`config.mk`:
```
export PLATFORM = sky130hd
export DESIGN_NAME = uart_ctrl_flat
export DESIGN_NICKNAME = d
export VERILOG_FILES = /design/src/rtl/uart_pkg.sv /design/src/rtl/uart_if.sv /design/src/rtl/uart_rx_fifo.sv /design/src/rtl/uart_ctrl.sv /design/src/flat_wrapper.sv
export SDC_FILE = /design/constraint.sdc
export NUM_CORES = 1
export LEC_CHECK = 0
export BUFFER_PORTS_ARGS = -buffer_cell sky130_fd_sc_hd__clkbuf_2
export CAP_MARGIN = 20
export CORE_MARGIN = 1
export CORE_UTILIZATION = 35
export DETAILED_ROUTE_END_ITERATION = 12
export GPL_ROUTABILITY_DRIVEN = 0
export HOLD_SLACK_MARGIN = 0.02
export PLACE_DENSITY_LB_ADDON = 0.3
export SYNTH_ARGS = -nofsm -noshare
export SYNTH_HDL_FRONTEND = slang
export SYNTH_SLANG_ARGS = --single-unit
```
`constraint.sdc`:
```
create_clock -name clk -period 8 [get_ports clk]
set_input_delay 0.4 -clock clk [delete_from_list [all_inputs] [get_ports clk]]
set_output_delay 0.4 -clock clk [all_outputs]
set_load 0.05 [all_outputs]
```
`src/rtl/uart_pkg.sv`:
```
// Shared types and timing helpers for the UART controller.
// Build option UART_PARITY_EN adds the even-parity state to both FSM encodings.
package uart_pkg;

   localparam int unsigned UART_DATA_W = 8;

`ifdef UART_PARITY_EN
   typedef enum logic [2:0] {TxIdle, TxStart, TxData, TxParity, TxStop} tx_state_t;
   typedef enum logic [2:0] {RxIdle, RxStart, RxData, RxParity, RxStop} rx_state_t;
`else
   typedef enum logic [1:0] {TxIdle, TxStart, TxData, TxStop} tx_state_t;
   typedef enum logic [1:0] {RxIdle, RxStart, RxData, RxStop} rx_state_t;
`endif

   function automatic int unsigned clks_per_bit(input int unsigned clk_freq,
                                                input int unsigned baud);
      return clk_freq / baud;
   endfunction

   function automatic int unsigned half_bit(input int unsigned cpb);
      return cpb / 2;
   endfunction

endpackage

```
`src/rtl/uart_if.sv`:
```
// CPU-side byte handshake of the UART: write/ready for TX, show-ahead pop/ready for RX.
interface uart_if;
   import uart_pkg::*;

   logic                   uart_w_enable;
   logic [UART_DATA_W-1:0] uart_w_data;
   logic                   uart_w_ready;
   logic                   uart_r_enable;
   logic                   uart_r_ready;
   logic [UART_DATA_W-1:0] uart_r_data;

   modport master (
      output uart_w_enable, uart_w_data, uart_r_enable,
      input  uart_w_ready, uart_r_ready, uart_r_data
   );

   modport slave (
      input  uart_w_enable, uart_w_data, uart_r_enable,
      output uart_w_ready, uart_r_ready, uart_r_data
   );

endinterface

```
`src/rtl/uart_rx_fifo.sv`:
```
// Show-ahead receive FIFO; head is driven straight from storage, pointers wrap modulo DEPTH.
module uart_rx_fifo
   import uart_pkg::*;
#(
   parameter int unsigned DEPTH = 16
) (
   input  logic                   clk,
   input  logic                   rst,
   input  logic                   push,
   input  logic                   pop,
   input  logic [UART_DATA_W-1:0] din,
   output logic [UART_DATA_W-1:0] dout,
   output logic                   empty,
   output logic                   full
);

   localparam int unsigned AW = $clog2(DEPTH);
   localparam logic [AW:0] FullCnt = (AW + 1)'(DEPTH);

   logic [UART_DATA_W-1:0] mem_q [DEPTH];
   logic [UART_DATA_W-1:0] mem_d [DEPTH];
   logic [AW-1:0]          wr_ptr_q, wr_ptr_d;
   logic [AW-1:0]          rd_ptr_q, rd_ptr_d;
   logic [AW:0]            count_q, count_d;
   logic                   do_push, do_pop;

   assign empty = (count_q == '0);
   assign full  = (count_q == FullCnt);
   assign dout  = mem_q[rd_ptr_q];

   always_comb begin
      mem_d    = mem_q;
      wr_ptr_d = wr_ptr_q;
      rd_ptr_d = rd_ptr_q;
      count_d  = count_q;
      do_pop   = pop && !empty;
      // A full FIFO still accepts a push when the head leaves in the same cycle.
      do_push  = push && (!full || do_pop);
      if (do_push) begin
         mem_d[wr_ptr_q] = din;
         wr_ptr_d        = wr_ptr_q + 1'b1;
      end
      if (do_pop) begin
         rd_ptr_d = rd_ptr_q + 1'b1;
      end
      if (do_push && !do_pop) begin
         count_d = count_q + 1'b1;
      end else if (do_pop && !do_push) begin
         count_d = count_q - 1'b1;
      end
   end

   always_ff @(posedge clk or posedge rst) begin
      if (rst) begin
         for (int i = 0; i < int'(DEPTH); i++) begin
            mem_q[i] <= '0;
         end
         wr_ptr_q <= '0;
         rd_ptr_q <= '0;
         count_q  <= '0;
      end else begin
         mem_q    <= mem_d;
         wr_ptr_q <= wr_ptr_d;
         rd_ptr_q <= rd_ptr_d;
         count_q  <= count_d;
      end
   end

endmodule

```
`src/rtl/uart_ctrl.sv`:
```
// Byte-level UART transceiver: TX serialiser, RX deserialiser feeding a show-ahead FIFO.
// Define UART_PARITY_EN for 8E1 framing (even parity bit); default build is 8N1.
module uart_ctrl
   import uart_pkg::*;
#(
   parameter int unsigned CLK_FREQ   = 25_000_000,
   parameter int unsigned BAUD       = 115200,
   parameter int unsigned FIFO_DEPTH = 16
) (
   input  logic  clk,
   input  logic  rst,
   input  logic  rx,
   output logic  tx,
   uart_if.slave bus,
   output logic  rx_overflow,
   output logic  frame_err
);

   localparam int unsigned CPB   = clks_per_bit(CLK_FREQ, BAUD);
   localparam int unsigned HALF  = half_bit(CPB);
   localparam int unsigned CNT_W = $clog2(CPB);
   localparam logic [CNT_W-1:0] BitLast  = CNT_W'(CPB - 1);
   localparam logic [CNT_W-1:0] HalfLast = CNT_W'(HALF - 1);

   // ---------------- transmitter ----------------
   tx_state_t              tx_state_q, tx_state_d;
   logic [CNT_W-1:0]       tx_cnt_q, tx_cnt_d;
   logic [2:0]             tx_bit_q, tx_bit_d;
   logic [UART_DATA_W-1:0] tx_data_q, tx_data_d;
   logic                   tx_q, tx_d;
   logic                   tx_bit_end;

   always_comb begin
      tx_state_d = tx_state_q;
      tx_cnt_d   = tx_cnt_q;
      tx_bit_d   = tx_bit_q;
      tx_data_d  = tx_data_q;
      tx_bit_end = (tx_cnt_q == BitLast);
      if (tx_state_q != TxIdle) begin
         tx_cnt_d = tx_bit_end ? '0 : tx_cnt_q + 1'b1;
      end
      unique case (tx_state_q)
         TxIdle: begin
            if (bus.uart_w_enable) begin
               tx_data_d  = bus.uart_w_data;
               tx_state_d = TxStart;
            end
         end
         TxStart: begin
            if (tx_bit_end) begin
               tx_bit_d   = '0;
               tx_state_d = TxData;
            end
         end
         TxData: begin
            if (tx_bit_end) begin
               if (tx_bit_q == 3'd7) begin
`ifdef UART_PARITY_EN
                  tx_state_d = TxParity;
`else
                  tx_state_d = TxStop;
`endif
               end else begin
                  tx_bit_d = tx_bit_q + 1'b1;
               end
            end
         end
`ifdef UART_PARITY_EN
         TxParity: begin
            if (tx_bit_end) tx_state_d = TxStop;
         end
`endif
         TxStop: begin
            if (tx_bit_end) tx_state_d = TxIdle;
         end
         default: tx_state_d = TxIdle;
      endcase

      // Line level is registered from the next state so the pin never glitches.
      tx_d = 1'b1;
      unique case (tx_state_d)
         TxStart:  tx_d = 1'b0;
         TxData:   tx_d = tx_data_d[tx_bit_d];
`ifdef UART_PARITY_EN
         TxParity: tx_d = ^tx_data_d;
`endif
         default:  tx_d = 1'b1;
      endcase
   end

   assign tx               = tx_q;
   assign bus.uart_w_ready = (tx_state_q == TxIdle);

   always_ff @(posedge clk or posedge rst) begin
      if (rst) begin
         tx_state_q <= TxIdle;
         tx_cnt_q   <= '0;
         tx_bit_q   <= '0;
         tx_data_q  <= '0;
         tx_q       <= 1'b1;
      end else begin
         tx_state_q <= tx_state_d;
         tx_cnt_q   <= tx_cnt_d;
         tx_bit_q   <= tx_bit_d;
         tx_data_q  <= tx_data_d;
         tx_q       <= tx_d;
      end
   end

   // ---------------- receiver ----------------
   logic                   rx_meta_q, rx_sync_q, rx_prev_q;
   rx_state_t              rx_state_q, rx_state_d;
   logic [CNT_W-1:0]       rx_cnt_q, rx_cnt_d;
   logic [2:0]             rx_bit_q, rx_bit_d;
   logic [UART_DATA_W-1:0] rx_shift_q, rx_shift_d;
   logic                   rx_push;
   logic                   frame_err_q, frame_err_d;
   logic                   rx_overflow_q, rx_overflow_d;
   logic                   fifo_empty, fifo_full;
`ifdef UART_PARITY_EN
   logic                   rx_par_err_q, rx_par_err_d;
`endif

   always_comb begin
      rx_state_d  = rx_state_q;
      rx_cnt_d    = rx_cnt_q;
      rx_bit_d    = rx_bit_q;
      rx_shift_d  = rx_shift_q;
      rx_push     = 1'b0;
      frame_err_d = 1'b0;
`ifdef UART_PARITY_EN
      rx_par_err_d = rx_par_err_q;
`endif
      if (rx_state_q != RxIdle) begin
         rx_cnt_d = rx_cnt_q + 1'b1;
      end
      unique case (rx_state_q)
         RxIdle: begin
            if (rx_prev_q && !rx_sync_q) begin
               rx_cnt_d   = '0;
               rx_state_d = RxStart;
            end
         end
         RxStart: begin
            // Mid start bit: a line already back high was a glitch.
            if (rx_cnt_q == HalfLast) begin
               rx_cnt_d   = '0;
               rx_bit_d   = '0;
               rx_state_d = rx_sync_q ? RxIdle : RxData;
            end
         end
         RxData: begin
            if (rx_cnt_q == BitLast) begin
               rx_cnt_d   = '0;
               rx_shift_d = {rx_sync_q, rx_shift_q[UART_DATA_W-1:1]};
               if (rx_bit_q == 3'd7) begin
`ifdef UART_PARITY_EN
                  rx_state_d = RxParity;
`else
                  rx_state_d = RxStop;
`endif
               end else begin
                  rx_bit_d = rx_bit_q + 1'b1;
               end
            end
         end
`ifdef UART_PARITY_EN
         RxParity: begin
            if (rx_cnt_q == BitLast) begin
               rx_cnt_d     = '0;
               rx_par_err_d = (rx_sync_q != ^rx_shift_q);
               rx_state_d   = RxStop;
            end
         end
`endif
         RxStop: begin
            if (rx_cnt_q == BitLast) begin
               rx_cnt_d   = '0;
               rx_state_d = RxIdle;
`ifdef UART_PARITY_EN
               if (rx_sync_q && !rx_par_err_q) rx_push = 1'b1;
               else                            frame_err_d = 1'b1;
`else
               if (rx_sync_q) rx_push = 1'b1;
               else           frame_err_d = 1'b1;
`endif
            end
         end
         default: rx_state_d = RxIdle;
      endcase

      rx_overflow_d = rx_overflow_q | (rx_push && fifo_full && !bus.uart_r_enable);
   end

   always_ff @(posedge clk or posedge rst) begin
      if (rst) begin
         rx_meta_q     <= 1'b1;
         rx_sync_q     <= 1'b1;
         rx_prev_q     <= 1'b1;
         rx_state_q    <= RxIdle;
         rx_cnt_q      <= '0;
         rx_bit_q      <= '0;
         rx_shift_q    <= '0;
         frame_err_q   <= 1'b0;
         rx_overflow_q <= 1'b0;
`ifdef UART_PARITY_EN
         rx_par_err_q  <= 1'b0;
`endif
      end else begin
         rx_meta_q     <= rx;
         rx_sync_q     <= rx_meta_q;
         rx_prev_q     <= rx_sync_q;
         rx_state_q    <= rx_state_d;
         rx_cnt_q      <= rx_cnt_d;
         rx_bit_q      <= rx_bit_d;
         rx_shift_q    <= rx_shift_d;
         frame_err_q   <= frame_err_d;
         rx_overflow_q <= rx_overflow_d;
`ifdef UART_PARITY_EN
         rx_par_err_q  <= rx_par_err_d;
`endif
      end
   end

   assign frame_err        = frame_err_q;
   assign rx_overflow      = rx_overflow_q;
   assign bus.uart_r_ready = !fifo_empty;

   uart_rx_fifo #(
      .DEPTH (FIFO_DEPTH)
   ) u_rx_fifo (
      .clk   (clk),
      .rst   (rst),
      .push  (rx_push),
      .pop   (bus.uart_r_enable),
      .din   (rx_shift_q),
      .dout  (bus.uart_r_data),
      .empty (fifo_empty),
      .full  (fifo_full)
   );

endmodule

```
`src/flat_wrapper.sv`:
```
// flat-port wrapper written by rule: the top's interface ports become plain ports
module uart_ctrl_flat import uart_pkg::*;
#(
   parameter int unsigned CLK_FREQ   = 25_000_000,
   parameter int unsigned BAUD       = 115200,
   parameter int unsigned FIFO_DEPTH = 16
)
  (clk, rst, rx, tx, rx_overflow, frame_err, bus_uart_w_enable, bus_uart_w_data, bus_uart_r_enable, bus_uart_w_ready, bus_uart_r_ready, bus_uart_r_data);
  uart_if bus_i ();
  input  logic clk;
  input  logic rst;
  input  logic rx;
  output logic tx;
  output logic rx_overflow;
  output logic frame_err;
  input wire logic [$bits(bus_i.uart_w_enable)-1:0] bus_uart_w_enable;
  input wire logic [$bits(bus_i.uart_w_data)-1:0] bus_uart_w_data;
  input wire logic [$bits(bus_i.uart_r_enable)-1:0] bus_uart_r_enable;
  output wire logic [$bits(bus_i.uart_w_ready)-1:0] bus_uart_w_ready;
  output wire logic [$bits(bus_i.uart_r_ready)-1:0] bus_uart_r_ready;
  output wire logic [$bits(bus_i.uart_r_data)-1:0] bus_uart_r_data;
  assign bus_i.uart_w_enable = bus_uart_w_enable;
  assign bus_i.uart_w_data = bus_uart_w_data;
  assign bus_i.uart_r_enable = bus_uart_r_enable;
  assign bus_uart_w_ready = bus_i.uart_w_ready;
  assign bus_uart_r_ready = bus_i.uart_r_ready;
  assign bus_uart_r_data = bus_i.uart_r_data;
  uart_ctrl #(.CLK_FREQ(CLK_FREQ), .BAUD(BAUD), .FIFO_DEPTH(FIFO_DEPTH)) u_core (.clk(clk), .rst(rst), .rx(rx), .tx(tx), .bus(bus_i), .rx_overflow(rx_overflow), .frame_err(frame_err));
endmodule
```
==> summary.txt <==
Placed design
  – Cell Area, Placed: 9440 sq um
  – Placed insts: 957
  – HPWL after DPL: between 10 and 15 mm
  – I/O Buffers: 25

Logic synthesis
  – Synth Area in Adders: 0.0300
  – Register area share after synthesis: 0.526
  – Ranking of synthesized cells by area: dfrtp_1 51%, mux2_2 17%, mux4_2 10%, ha_1 2.8%, mux2_1 1.6%
  – Post-Synthesis Cell Area: 9000 sq um
  – Ys async rst share: 1.00
  – Compound-Gate Fraction of Synth Area: 0.0401
  – Top cell type's share of synthesized area: 0.515
  – FF+latch count, synth: 189
  – Post-synth EDFFs: 0
  – Synth Instances: around 630
  – Synth area leader: dfrtp_1
  – Syn_nets: approximately 660
  – Yosys Warn Count: 0
  – Post-Synth XOR/XNOR Area: 0.0156
  – Synth unique cells: 63
  – Mux cell area share after synthesis: 0.290
  – Combinational family with the most area after synthesis: multiplexers
  – Simple-Gate Fraction of Synth Area: 0.0759
  – Syn Area/Cell: 14.3 sq um
  – Dominant synthesized flop cell: dfrtp_1

Global route
  – Tot GR Track Use: 0.158
  – Largest net degree at the start of global routing: 103
  – Total global routing overflow: 0
  – Initial antenna violation count: 0
  – First-pass GRT wire length: 31.4 mm
  – Vias in the first global route: about 5600

STA
  – Fmax: approximately 300 MHz
  – Tmin final: 3.34 ns
  – Finish-stage setup viols: 0
  – Worst slew margin: 0.394
  – Clk_skew: approximately 0.009 ns
  – Setup TNS: 0 ns
  – Final Hold Fails: 0
  – Period utilization: 0.418
  – Max Slew Vio Count: 0
  – Slew @ Worst Pin: 0.909 ns
  – RSZ-0062 raised after global routing: false

Route
  – DRC: 0
  – Antenna Violating Nets Remaining: 0
  – Vias/cell: around 5.3
  – Wire length per cell: ~20 um
  – WL final: 19.3 mm
  – Starting DRT DRC Count: 270
  – TritonRoute pass-1 iters: 4
  – Vias: 5221

Power
  – Total Power: 2.16 mW
  – VDD IR-drop max: 0.000160 V
  – Leakage: 4.85 nW
  – Pwr dens: 215 nW/um^2

Min path
  – Worst hold path class: in -> reg
  – HP Start: rx

Clock tree
  – CTS tree: yes
  – Latest clock arrival within the worst-skew pair: 0.44 ns
  – CTS root buf: clkbuf_16
  – CTS buffer count: 17
  – Setup bufs post-CTS: 0
  – Clk slew on worst S/H paths: 0.07 ns
  – CTS resizes: 0
  – CTS Buffer Depth: 2
  – H-tree levels: 4
  – CTS Hold Bufs: 0
  – TritonCTS Sinks: 189

Setup path
  – Reg2Reg Launch Point: u_core.u_rx_fifo.count_q[0]
  – Worst EP arrival: 2.94 ns
  – CP max FO: 19
  – Type of origin of the critical path: flop
  – Critical path origin: u_core.u_rx_fifo.rd_ptr_q[1]
  – Setup CP Type: reg -> out
  – Crit. End Element: output pin
  – WP data required: 7.60 ns

Finish
  – Final core utilization: 0.399
  – Filler cells: 2293
  – Number of cells in the finished layout apart from fillers: 989
  – Most frequent cells in the layout: 184 x dfrtp_1, 135 x mux2_2, 40 x mux4_2
  – Share of cells above drive strength 1: 0.399
  – Post-route cell area: 10000 sq um
  – Nets: 681
  – Commonest non-fill, non-tap cell in the layout: dfrtp_1
  – Layout area overhead: 11.6%
  – Inserted Diodes: 0

Floorplan
  – Rows: a little under 60
  – Die height: 162 um
  – Total core area: 25200 sq um
  – Initial Utilization: 0.357
  – I/O pin cnt: 26
  – DIE AREA: 26400 sq um
  – Die W: 162 um

Outcome
  – Status: finished, final reports clean

Run
  – Max cap viols: 0
logic make-up (layout without fill, tap and decap cells):
| family | count (synthesis) | in the layout |
|---|---|---|
| xor gates and xnor gates | 16 | 16 |
| buffers and inverters | 49 | 81 |
| adders and majority gates | 21 | 21 |
| AOI/OAI and AO/OA | 54 | 54 |
| DFF | 189 | 189 |
| and+or+nand+nor | 106 | 106 |
| muxes | 192 | 192 |
worst max-delay path: stages, from the launching register on:
cell and delay [ns]:
dfrtp_1 0.88, buf_4 0.44, mux4_2 0.40, mux4_2 0.51
clkbuf_2 0.26
area by class of cell:
class                      instances  area, sq um  area share
tap                              330          413      0.0411
timing repair buffer              29          175      0.0174
clock inverter                    12          129      0.0128
clock buffer                      19          443      0.0441
sequential                       189         4740       0.472
inverter                          21         83.8     0.00835
multi-input combinational        389         4060       0.404
flip-flops by register name, indices dropped and copies added, names as in the netlist, 4 cells and up, named ones only:
name	count
u_core.u_rx_fifo.count_q	5
u_core.tx_data_q	8
u_core.u_rx_fifo.wr_ptr_q	4
u_core.rx_shift_q	8
u_core.u_rx_fifo.rd_ptr_q	4
u_core.u_rx_fifo.mem_q	128
u_core.rx_cnt_q	8
u_core.tx_cnt_q	8
power breakdown:
part | total, mW | internal, mW | leakage (nW) | switching [mW]
Combinational | 0.264 | 0.109 | 2.01 | 0.155
Sequential | 1.07 | 1.02 | 2.57 | 0.0520
Clock | 0.829 | 0.445 | 0.268 | 0.384
Total | 2.16 | 1.57 | 4.85 | 0.591
cells in the mapped netlist (5+ instances only):
library cell / n
a21oi_1: 10
a31oi_1: 5
and2_1: 8
and3_1: 5
buf_1: 6
clkbuf_1: 17
dfrtp_1: 185
ha_1: 20
inv_1: 20
mux2_1: 13
mux2_2: 135
mux4_2: 40
nand2_1: 25
nand2_2: 8
nand2_4: 8
nand3_1: 7
nand3b_1: 5
nor2_1: 9
o21ai_0: 14
xnor2_1: 11
xor2_1: 5
metal layers:
layer | up-vias | GRT usage | wire [um]
met3 | 29 | 0.0367 | 985
met5 | - | 0 | 0
met2 | 106 | 0.255 | 9390
met4 | 0 | 0.0557 | 435
met1 | 2732 | 0.209 | 8470
li1 | 2354 | - | -
final timing paths:
check	end	slack [ns]	cells after the start
min in group asynchronous	u_core.rx_state_q[0]	0.17	2
worst max-delay path	bus_uart_r_data[2]	4.66	4
worst min register to register	u_core.rx_sync_q	0.36	0
worst min-delay path	u_core.rx_meta_q	0.04	1
max in group asynchronous	u_core.u_rx_fifo.mem_q[28]	6.55	4
worst max register to register	u_core.u_rx_fifo.count_q[4]	4.86	12
stage by stage:
step | hold slack, ns | setup WS [ns]
3_5_place_dp | 0.348 | 4.86
2_1_floorplan | 0.345 | 2.46
5_1_grt | 0.0325 | 4.56
4_1_cts | 0.0254 | 4.66
6_report | 0.0428 | 4.66
3_3_place_gp | 0.346 | 4.93
Note: power is estimated with default switching activity, not from simulation.
